`src/rtl/xdma_dsc_pkg.sv`:
```
// Shared widths, request record and lane state for the XDMA descriptor-bypass scheduler.
package xdma_dsc_pkg;

    localparam int XDMA_LEN_W  = 28;
    localparam int XDMA_ADDR_W = 64;
    localparam int XDMA_CTL_W  = 16;
    localparam int CTL_EOP_BIT = 4;
    // One extra bit so boundary room (up to BOUNDARY itself) never overflows.
    localparam int CHUNK_W     = XDMA_LEN_W + 1;

    typedef enum logic [0:0] {
        LANE_IDLE  = 1'b0,
        LANE_ISSUE = 1'b1
    } lane_state_e;

    typedef struct packed {
        logic [XDMA_ADDR_W-1:0] src;
        logic [XDMA_ADDR_W-1:0] dst;
        logic [XDMA_LEN_W-1:0]  len;
    } req_t;

    function automatic logic [CHUNK_W-1:0] min_chunk(input logic [CHUNK_W-1:0] a,
                                                     input logic [CHUNK_W-1:0] b);
        return (a < b) ? a : b;
    endfunction

endpackage

```
`src/rtl/xdma_dsc_byp_lane.sv`:
```
// One bypass channel: request FIFO, split FSM, descriptor outputs and issue counter.
module xdma_dsc_byp_lane
    import xdma_dsc_pkg::*;
#(
    parameter int DEPTH     = 4,
    parameter int MAX_CHUNK = 4096,
    parameter int BOUNDARY  = 4096
) (
    input  logic                   clk,
    input  logic                   rst_n,
    input  logic                   req_valid,
    output logic                   req_ready,
    input  logic [XDMA_ADDR_W-1:0] req_src_addr,
    input  logic [XDMA_ADDR_W-1:0] req_dst_addr,
    input  logic [XDMA_LEN_W-1:0]  req_len,
    output logic                   dsc_byp_load,
    input  logic                   dsc_byp_ready,
    output logic [XDMA_ADDR_W-1:0] dsc_byp_src_addr,
    output logic [XDMA_ADDR_W-1:0] dsc_byp_dst_addr,
    output logic [XDMA_LEN_W-1:0]  dsc_byp_len,
    output logic [XDMA_CTL_W-1:0]  dsc_byp_ctl,
    output logic                   busy,
    output logic [15:0]            issued_cnt,
    output logic                   err_zero_len
);

    localparam int PTR_W = $clog2(DEPTH);
    localparam int BND_W = $clog2(BOUNDARY);

    logic [1:0]         rst_sync_q, rst_sync_d;
    logic               lane_rst_n;
    req_t               fifo_mem_q [DEPTH];
    logic [PTR_W:0]     wr_ptr_q, wr_ptr_d, rd_ptr_q, rd_ptr_d;
    lane_state_e        state_q, state_d;
    logic [XDMA_ADDR_W-1:0] cur_src_q, cur_src_d, cur_dst_q, cur_dst_d;
    logic [XDMA_LEN_W-1:0]  rem_q, rem_d;
    logic [15:0]        issued_cnt_q, issued_cnt_d;
    logic               err_zero_len_q, err_zero_len_d;

    logic               fifo_empty, fifo_full, push, pop, load, eop, issuing, head_zero;
    req_t               head;
    logic [CHUNK_W-1:0] src_room, dst_room, chunk;

    // Reset asserts asynchronously but the lane leaves reset on a clock edge.
    always_comb rst_sync_d = {rst_sync_q[0], 1'b1};

    // Two-stage reset release synchroniser.
    always_ff @(posedge clk or negedge rst_n) begin
        if (!rst_n) rst_sync_q <= '0;
        else        rst_sync_q <= rst_sync_d;
    end

    assign lane_rst_n = rst_sync_q[1];

    // FIFO status, handshakes and splitter arithmetic.
    always_comb begin
        fifo_empty = (wr_ptr_q == rd_ptr_q);
        fifo_full  = (wr_ptr_q[PTR_W] != rd_ptr_q[PTR_W]) &&
                     (wr_ptr_q[PTR_W-1:0] == rd_ptr_q[PTR_W-1:0]);
        req_ready  = lane_rst_n & ~fifo_full;
        push       = req_valid & req_ready;
        head       = fifo_mem_q[rd_ptr_q[PTR_W-1:0]];
        head_zero  = (head.len == '0);
        issuing    = (state_q == LANE_ISSUE);
        src_room   = CHUNK_W'(BOUNDARY) - CHUNK_W'(cur_src_q[BND_W-1:0]);
        dst_room   = CHUNK_W'(BOUNDARY) - CHUNK_W'(cur_dst_q[BND_W-1:0]);
        chunk      = min_chunk(min_chunk({1'b0, rem_q}, CHUNK_W'(MAX_CHUNK)),
                               min_chunk(src_room, dst_room));
        eop        = (chunk == {1'b0, rem_q});
        load       = issuing & dsc_byp_ready;
        // Pop from IDLE, or hand straight over to the next request on the EOP load.
        pop        = ~fifo_empty & (~issuing | (load & eop));
    end

    // Next-state logic: zero-length heads are consumed without entering ISSUE.
    always_comb begin
        state_d = state_q;
        unique case (state_q)
            LANE_IDLE:  if (!fifo_empty && !head_zero) state_d = LANE_ISSUE;
            LANE_ISSUE: if (load && eop)
                            state_d = (!fifo_empty && !head_zero) ? LANE_ISSUE : LANE_IDLE;
            default:    state_d = LANE_IDLE;
        endcase
    end

    // Descriptor outputs come from registers only and are zero outside ISSUE.
    always_comb begin
        dsc_byp_load     = load;
        dsc_byp_src_addr = issuing ? cur_src_q : '0;
        dsc_byp_dst_addr = issuing ? cur_dst_q : '0;
        dsc_byp_len      = issuing ? chunk[XDMA_LEN_W-1:0] : '0;
        dsc_byp_ctl      = '0;
        dsc_byp_ctl[CTL_EOP_BIT] = issuing & eop;
        busy             = ~fifo_empty | issuing;
        issued_cnt       = issued_cnt_q;
        err_zero_len     = err_zero_len_q;
    end

    // Control next values: pointers, counter and sticky error.
    always_comb begin
        wr_ptr_d       = wr_ptr_q + {{PTR_W{1'b0}}, push};
        rd_ptr_d       = rd_ptr_q + {{PTR_W{1'b0}}, pop};
        issued_cnt_d   = issued_cnt_q + 16'(load);
        err_zero_len_d = err_zero_len_q | (pop & head_zero);
    end

    // Working registers: a fresh pop wins over advancing the current request.
    always_comb begin
        cur_src_d = cur_src_q;
        cur_dst_d = cur_dst_q;
        rem_d     = rem_q;
        if (pop && !head_zero) begin
            cur_src_d = head.src;
            cur_dst_d = head.dst;
            rem_d     = head.len;
        end else if (load) begin
            cur_src_d = cur_src_q + XDMA_ADDR_W'(chunk);
            cur_dst_d = cur_dst_q + XDMA_ADDR_W'(chunk);
            rem_d     = rem_q - chunk[XDMA_LEN_W-1:0];
        end
    end

    // Control state; cleared by reset so queued and in-flight work is dropped.
    always_ff @(posedge clk or negedge lane_rst_n) begin
        if (!lane_rst_n) begin
            wr_ptr_q       <= '0;
            rd_ptr_q       <= '0;
            state_q        <= LANE_IDLE;
            issued_cnt_q   <= '0;
            err_zero_len_q <= 1'b0;
        end else begin
            wr_ptr_q       <= wr_ptr_d;
            rd_ptr_q       <= rd_ptr_d;
            state_q        <= state_d;
            issued_cnt_q   <= issued_cnt_d;
            err_zero_len_q <= err_zero_len_d;
        end
    end

    // Datapath registers need no reset: they are only observed while in ISSUE.
    always_ff @(posedge clk) begin
        cur_src_q <= cur_src_d;
        cur_dst_q <= cur_dst_d;
        rem_q     <= rem_d;
    end

    // Request storage.
    always_ff @(posedge clk) begin
        if (push) fifo_mem_q[wr_ptr_q[PTR_W-1:0]] <= '{src: req_src_addr, dst: req_dst_addr, len: req_len};
    end

endmodule

```
`src/rtl/xdma_dsc_byp_sched.sv`:
```
// Multi-channel XDMA descriptor-bypass scheduler: one independent lane per bypass port.
module xdma_dsc_byp_sched
    import xdma_dsc_pkg::*;
#(
    parameter int NUM_CHAN  = 4,
    parameter int DEPTH     = 4,
    parameter int MAX_CHUNK = 4096,
    parameter int BOUNDARY  = 4096
) (
    input  logic                            axi_aclk,
    input  logic                            axi_aresetn,
    input  logic [NUM_CHAN-1:0]             req_valid,
    output logic [NUM_CHAN-1:0]             req_ready,
    input  logic [NUM_CHAN*XDMA_ADDR_W-1:0] req_src_addr,
    input  logic [NUM_CHAN*XDMA_ADDR_W-1:0] req_dst_addr,
    input  logic [NUM_CHAN*XDMA_LEN_W-1:0]  req_len,
    output logic [NUM_CHAN-1:0]             dsc_byp_load,
    input  logic [NUM_CHAN-1:0]             dsc_byp_ready,
    output logic [NUM_CHAN*XDMA_ADDR_W-1:0] dsc_byp_src_addr,
    output logic [NUM_CHAN*XDMA_ADDR_W-1:0] dsc_byp_dst_addr,
    output logic [NUM_CHAN*XDMA_LEN_W-1:0]  dsc_byp_len,
    output logic [NUM_CHAN*XDMA_CTL_W-1:0]  dsc_byp_ctl,
    output logic [NUM_CHAN-1:0]             busy,
    output logic [NUM_CHAN*16-1:0]          issued_cnt,
    output logic [NUM_CHAN-1:0]             err_zero_len
);

    for (genvar i = 0; i < NUM_CHAN; i++) begin : g_lane
        xdma_dsc_byp_lane #(
            .DEPTH     (DEPTH),
            .MAX_CHUNK (MAX_CHUNK),
            .BOUNDARY  (BOUNDARY)
        ) u_lane (
            .clk              (axi_aclk),
            .rst_n            (axi_aresetn),
            .req_valid        (req_valid[i]),
            .req_ready        (req_ready[i]),
            .req_src_addr     (req_src_addr[i*XDMA_ADDR_W +: XDMA_ADDR_W]),
            .req_dst_addr     (req_dst_addr[i*XDMA_ADDR_W +: XDMA_ADDR_W]),
            .req_len          (req_len[i*XDMA_LEN_W +: XDMA_LEN_W]),
            .dsc_byp_load     (dsc_byp_load[i]),
            .dsc_byp_ready    (dsc_byp_ready[i]),
            .dsc_byp_src_addr (dsc_byp_src_addr[i*XDMA_ADDR_W +: XDMA_ADDR_W]),
            .dsc_byp_dst_addr (dsc_byp_dst_addr[i*XDMA_ADDR_W +: XDMA_ADDR_W]),
            .dsc_byp_len      (dsc_byp_len[i*XDMA_LEN_W +: XDMA_LEN_W]),
            .dsc_byp_ctl      (dsc_byp_ctl[i*XDMA_CTL_W +: XDMA_CTL_W]),
            .busy             (busy[i]),
            .issued_cnt       (issued_cnt[i*16 +: 16]),
            .err_zero_len     (err_zero_len[i])
        );
    end

endmodule

```
`config.mk`:
```
export PLATFORM = sky130hd
export DESIGN_NAME = xdma_dsc_byp_sched
export DESIGN_NICKNAME = d
export VERILOG_FILES = /design/src/rtl/xdma_dsc_pkg.sv /design/src/rtl/xdma_dsc_byp_lane.sv /design/src/rtl/xdma_dsc_byp_sched.sv
export SDC_FILE = /design/constraint.sdc
export NUM_CORES = 2
export LEC_CHECK = 0
export BUFFER_PORTS_ARGS = -buffer_cell sky130_fd_sc_hd__buf_2
export CAP_MARGIN = 30
export CORE_MARGIN = 1
export CORE_UTILIZATION = 25
export DETAILED_ROUTE_END_ITERATION = 12
export PLACE_DENSITY = 0.5
export RECOVER_POWER = 100
export SLEW_MARGIN = 20
export SYNTH_ARGS = -nofsm -noshare
export SYNTH_HDL_FRONTEND = slang
export SYNTH_SLANG_ARGS = --single-unit
```
`constraint.sdc`:
```
create_clock -name axi_aclk -period 18.8 [get_ports axi_aclk]
set_clock_uncertainty 0.2 [all_clocks]
set_input_delay 0.94 -clock axi_aclk [delete_from_list [all_inputs] [get_ports axi_aclk]]
set_output_delay 0.94 -clock axi_aclk [all_outputs]
set_load 0.1 [all_outputs]
```
* Word level (Yosys, flattened, before mapping)
Memories as Yosys holds them, arrays and structs flattened.
Index checks and enable logic that the tools add are counted.
** Storage, ports and cells
- Bits in writable memories :: 2496
- ROM bits :: 0
- Latch bits :: 0
- Output and inout port bits :: 768
- Register bits :: 728
- Word-level logic and storage cells :: 252
- Memories kept :: 4
- Input bits :: 634
** Operators by class
- Equality and inequality tests :: 16
- Order comparisons :: 12
- Add/subtract/negate cells :: 32
- Multipliers :: 0
- Reduce and logical (&&, ||, !) cells :: 32
- Shift operators :: 0
- Bitwise operators :: 52
- Divide/modulo/power cells :: 0
- Multiplexer cells :: 68
** Memories
- g_lane[0].u_lane.fifo_mem_q :: words 4, bits a word 156, rd ports 1, clocked after memory_dff 0, write ports 1, line xdma_dsc_byp_lane.sv:32 : req_t fifo_mem_q [DEPTH];
- g_lane[1].u_lane.fifo_mem_q :: words 4, bits a word 156, rd ports 1, clocked after memory_dff 0, write ports 1, line xdma_dsc_byp_lane.sv:32
- g_lane[2].u_lane.fifo_mem_q :: words 4, bits a word 156, rd ports 1, clocked after memory_dff 0, write ports 1, line xdma_dsc_byp_lane.sv:32
- g_lane[3].u_lane.fifo_mem_q :: words 4, bits a word 156, rd ports 1, clocked after memory_dff 0, write ports 1, line xdma_dsc_byp_lane.sv:32
** Operators by type and width (count)
- $mux 64 :: 24
- $add 64x29->64 :: 8
- $mux 28 :: 16
- $lt 29x29->1 :: 8
- $mux 29 :: 8
- $eq 29x28->1 :: 4
- $logic_not 28->1 :: 4
- $lt 28x13->1 const B :: 4
- $sub 13x12->14 const A :: 8
- $sub 28x28->28 :: 4
- $add 16x1->16 :: 4
- $and 1x1->1 :: 28
- $add 3x1->3 :: 8
- $logic_and 1x1->1 :: 16
- $mux 1 :: 16
- $eq 3x3->1 :: 4
- $not 1->1 :: 12
- $or 1x1->1 :: 12
- $eq 2x2->1 :: 4
- $logic_not 1->1 :: 8
- $pmux 1 s2 :: 4
- $reduce_bool 2->1 :: 4
- $ne 1x1->1 :: 4

* Logic depth before layout (Yosys ltp)
- Word-level depth :: 11
- Depth in mapped cells :: 38
- Depth with buffers taken out :: 35

* Hierarchy
From an unflattened synthesis, not the netlist that was laid out.
** Second synthesis, totals
- Cell total of the unflattened synthesis :: 10658
- Area total of the unflattened synthesis :: 152974.2 um^2
** By module, submodules not included
- xdma_dsc_byp_lane (g_lane[0].u_lane) :: seq. area each 24073.1 um^2, times used 1, area each 38570.7 um^2, cells each 2733
- xdma_dsc_byp_lane (g_lane[2].u_lane) :: seq. area each 24073.1 um^2, times used 1, area each 38393.1 um^2, cells each 2689
- xdma_dsc_byp_lane (g_lane[3].u_lane) :: seq. area each 24073.1 um^2, times used 1, area each 38206.6 um^2, cells each 2665
- xdma_dsc_byp_lane (g_lane[1].u_lane) :: seq. area each 24073.1 um^2, times used 1, area each 37803.8 um^2, cells each 2571

* Least setup slack after synthesis
No wires, ideal clock.
- Path kind :: reg2reg
- Start :: register g_lane[0].u_lane.rst_sync_q[1]
- End :: memory g_lane[0].u_lane.fifo_mem_q[0][0] (netlist bit), enable pin
- Path slack :: 3.154 ns
- Period minus slack after synthesis :: 15.646 ns
- Data required time :: 17.705 ns
- Stages on the path, launching flop included :: 5
- Library setup time :: 0.895 ns
- Arrival time :: 14.551 ns
- Path buffers :: 0
- Cell sequence :: dfrtp_1 inv_1 a31oi_1 and2_0 nor3b_1
** Between the ends
- Word-level cells in the longest chain between the ends :: 4
** Ends and longest elaborated chain
- from (decl) :: line xdma_dsc_byp_lane.sv:30 : logic [1:0] rst_sync_q, rst_sync_d;
- from (signal assigned) :: line xdma_dsc_byp_lane.sv:50 : else rst_sync_q <= rst_sync_d;
- $and 1x1->1 :: line xdma_dsc_byp_lane.sv:60 : req_ready = lane_rst_n & ~fifo_full;
- net g_lane[0].u_lane.req_ready :: line xdma_dsc_byp_lane.sv:12 : output logic req_ready,
- $and 1x1->1 :: line xdma_dsc_byp_lane.sv:61 : push = req_valid & req_ready;
- $mux 1 :: line xdma_dsc_byp_lane.sv:149 : if (push) fifo_mem_q[wr_ptr_q[PTR_W-1:0]] <= '{src: req_src_addr, dst: req_dst_addr, len: req_len};
- $mux 1 (not written as such) :: line xdma_dsc_byp_lane.sv:149
- to (decl) :: line xdma_dsc_byp_lane.sv:32
The timed path passes the listed nets, and every way through them passes these cells.

==> summary.txt <==
Floorplan
  • I/O pin cnt: between 1,000 and 1,500
  • Die area: 0.608 mm^2
  • Core Box Area: ~0.60 mm^2
  • Initial Utilization: 25.1%
  • Rows: 285
  • Die Y: roughly 800 um
  • Die W: 780 um

Final layout
  • Multi-input gate area: 0.0525 mm^2
  • NumNets Final: 13,598
  • Register area: between 0.09 and 0.1 mm^2
  • Area growth syn-to-layout: 22.0%
  • Fillers: about 61,000
  • Fraction of layout cells with a size suffix above 1: 10.9%

Placed design
  • GP Congestion: 0.840
  • PortBufs: 1,281
  • Dpl ws: approximately 7600 ps
  • HPWL after DPL: 318,000 um

Detailed routing
  • Final wirelength: 456,000 um
  • Drt via density: about 4.6
  • Vias: around 95,000
  • Routed len/inst: 21.8 um
  • DR iter-0 viols: 6,838
  • First drt pass iteration count: 5
  • Post-route ant nets: 0
  • DRC: 0

Timing
  • Max Clk Rate: 71.3 MHz
  • Minimum clock period: 14,020 ps
  • Setup TNS: 0 ps
  • Relative max-transition margin: -479%
  • Final Cycle Share: 74.6%
  • Final setup fails: 0
  • Worst slew pin tran: a little under 9000 ps
  • Slew Viols, Final: 3,416
  • Final Hold Viols: 0
  • Setup ws final: 4780 ps
  • RSZ-0062 raised after global routing: no

Setup path
  • Crit path arrival time: roughly 14,000 ps
  • Critical Path RT: 18,910 ps
  • CP Max Fanout: 113
  • CP Class: reg2reg
  • CP Launch Type: flop
  • Flop-to-flop setup slack: 4780 ps
  • Setup crit end kind: flop
  • Reg2reg path depth: 7

Worst hold path
  • Worst hold path class: reg2reg
  • Hold Crit Depth: 0

Synthesis
  • Netlist Area Pre-Place: 0.151 mm^2
  • Synth async-reset ratio: 3.05%
  • Syn Area/Cell: 14.6 um^2
  • Seq/Total Area, Yosys: a little under two thirds
  • Mapped Cells: 10,331
  • Synth warn: 0
  • Distinct cell type count after synthesis: 96
  • Top FF cell, synth: edfxtp_1
  • Post-synthesis register bit count: 3,218
  • Post-synth EDFFs: 3,120

Global route
  • Antenna violations before repair: between 150 and 200
  • Number of global-route vias before repair: 95,240
  • GRT Residual Overflow: 0
  • First-pass GRT wire length: 659,000 um
  • Tot GR Track Use: 14.3%
  • Largest net degree at the start of global routing: 224

Clock tree
  • H-tree depth: 5
  • Setup Buffers After CTS: 0
  • CTS tree: yes
  • Clock Latency Late Sink: around 1000 ps
  • CTS Root Cell: clkbuf_16
  • CTS clk-pin slew, worst paths: 60 ps
  • Cts repair resizes: 0
  • Clk sinks: 3,218
  • Num CTS Buffers: 363
  • Clock Path Buffers: 4

Power
  • Leak: 61.1 nW
  • Pwr dens: 181 mW/mm^2
  • Worst VDD drop: 0.000172 V

Outcome
  • Status: complete, but fails checks
  • Failing checks: max-capacitance violations, max-slew violations

Flow run
  • Max Cap Viol: roughly 70
## sequential cells by signal, indices dropped and copies added (netlist names)
register and cells:
g_lane.u_lane.fifo_mem_q 2496, g_lane.u_lane.cur_dst_q 256, g_lane.u_lane.cur_src_q 256, g_lane.u_lane.rem_q 112, g_lane.u_lane.issued_cnt 64, g_lane.u_lane.rd_ptr_q 12
g_lane.u_lane.wr_ptr_q 12, g_lane.u_lane.err_zero_len 4, g_lane.u_lane.issuing 4, g_lane.u_lane.rst_sync_q 2
## cell type report
cell class	instances	share of cell area, %
Timing Repair Buffer	2049	6.60
Multi-Input combinational cell	6605	28.5
Clock inverter	237	1.55
Antenna cell	93	0.126
Clock buffer	432	5.12
Sequential cell	3218	52.2
Inverter	255	0.519
Tap cell	8036	5.45
## path summary, 6_finish.rpt
kind | end | startpoint
worst max-delay path | g_lane[3].u_lane.fifo_mem_q[2][112] | g_lane[0].u_lane.rst_sync_q[1]
worst min-delay path | g_lane[0].u_lane.rst_sync_q[1] | g_lane[3].u_lane.rst_sync_q[0]
worst max register to register | g_lane[3].u_lane.fifo_mem_q[2][112] | g_lane[0].u_lane.rst_sync_q[1]
worst min register to register | g_lane[0].u_lane.rst_sync_q[1] | g_lane[3].u_lane.rst_sync_q[0]
max in group asynchronous | g_lane[2].u_lane.rd_ptr_q[0] | g_lane[0].u_lane.rst_sync_q[1]
min in group asynchronous | g_lane[3].u_lane.rst_sync_q[0] | axi_aresetn
## timing repair
action	4_1_cts	5_1_grt
endpoints found under the setup margin	0	0
hold buffers	627	0
endpoints found under the hold margin	2499	0
## per-stage QoR
step | hold slack (ps) | instances | power (mW) | utilization [%] | area [um^2]
after floorplan | 131 | 10626 | 22.2 | - | 152000
after global placement | 136 | 19522 | 26.1 | 27.8 | 167000
after detailed placement | 138 | 19531 | 26.1 | 27.8 | 168000
after CTS | 34.2 | 20827 | 33.8 | 30.9 | 186000
after global routing | 146 | 20874 | 35.4 | 30.6 | 184000
final | 151 | 20925 | 33.5 | 30.6 | 184000
## report_power, final
part	total (mW)	internal [mW]	switching, mW
clock network	7.37	4.28	3.09
registers	10.4	9.73	0.642
logic	15.7	4.62	11.1
total	33.5	18.6	14.8
## critical path, cell delays in order (launching register included)
cell,delay [ps]
dfrtp_1,2260
inv_1,980
clkbuf_1,530
a31oi_1,400
and2_0,280
nor2b_1,180
and2_0,2560
clkbuf_1,5520
## layout by cell type, fill, tap and decap left out, types with 52 or more instances in the layout
| cell | count |
|---|---|
| dfrtp_1 | 90 |
| o21a_1 | 52 |
| a21oi_1 | 372 |
| and2_1 | 534 |
| nand4_1 | 91 |
| clkbuf_16 | 365 |
| nor3_1 | 105 |
| a31oi_1 | 56 |
| mux2i_1 | 61 |
| a21o_1 | 159 |
| inv_1 | 255 |
| clkinv_2 | 60 |
| buf_2 | 53 |
| xnor2_1 | 349 |
| o211ai_1 | 60 |
| dlygate4sd3_1 | 627 |
| and3_1 | 132 |
| nand2_1 | 927 |
| buf_4 | 54 |
| ha_1 | 460 |
| conb_1 | 297 |
| edfxtp_1 | 3120 |
| diode_2 | 93 |
| nor2b_1 | 58 |
| nand3_1 | 159 |
| xor2_1 | 357 |
| o21ai_0 | 704 |
| a211oi_1 | 52 |
| mux4_2 | 624 |
| clkinv_1 | 72 |
| nor2_1 | 340 |
| clkbuf_1 | 1360 |
| nor4_1 | 70 |
## logic make-up after synthesis
| group | synth area share, % |
|---|---|
| other | 0.00497 |
| muxes | 9.98 |
| DFF | 63.6 |
| AOI/OAI and AO/OA | 6.90 |
| and+or+nand+nor | 9.02 |
| buffers and inverters | 2.44 |
| xor gates and xnor gates | 4.09 |
| adders and majority gates | 3.97 |
## Yosys cell counts (15+ instances only)
cell          n  area share [%]
nor4_1       68            0.28
o2111ai_1    38            0.22
inv_1       255            0.63
o31ai_1      28            0.14
mux4_2      624             9.3
a211oi_1     53            0.26
o21a_1       52            0.26
nor2_1      343            0.85
a21o_1      159            0.79
and4_1       34            0.20
a211o_1      15           0.087
nand2b_1     43            0.18
edfxtp_1   3120              62
and3_1      132            0.55
nand2_1     927             2.3
and2_1      579             2.4
nor3_1      105            0.35
nor3b_1      18           0.089
nor2b_1      58            0.24
clkbuf_1    318            0.79
or2_2        17           0.070
buf_2        70            0.23
o21ai_0     691             2.3
o21ai_1      20           0.066
xnor2_1     349             2.0
nor4b_1      19            0.11
a21oi_1     372             1.2
dfrtp_1      98             1.6
nand4_1      91            0.38
mux2i_1      61            0.40
mux2_2       38            0.28
o211ai_1     60            0.30
a31oi_1      57            0.24
o21bai_1     46            0.23
a21boi_0     16           0.079
or3_1        42            0.17
nand3_1     159            0.53
ha_1        460             3.8
xor2_1      357             2.1
buf_4       149            0.74
## layer usage
layer	track usage (%)	vias to the layer above	routed length [um]
met3	3.31	663	30700
met1	19.2	48183	199000
met4	3.47	86	12000
met5	0	-	562
met2	23.4	2570	214000
li1	-	43736	-
No activity file was read; power rests on OpenSTA's default activity.
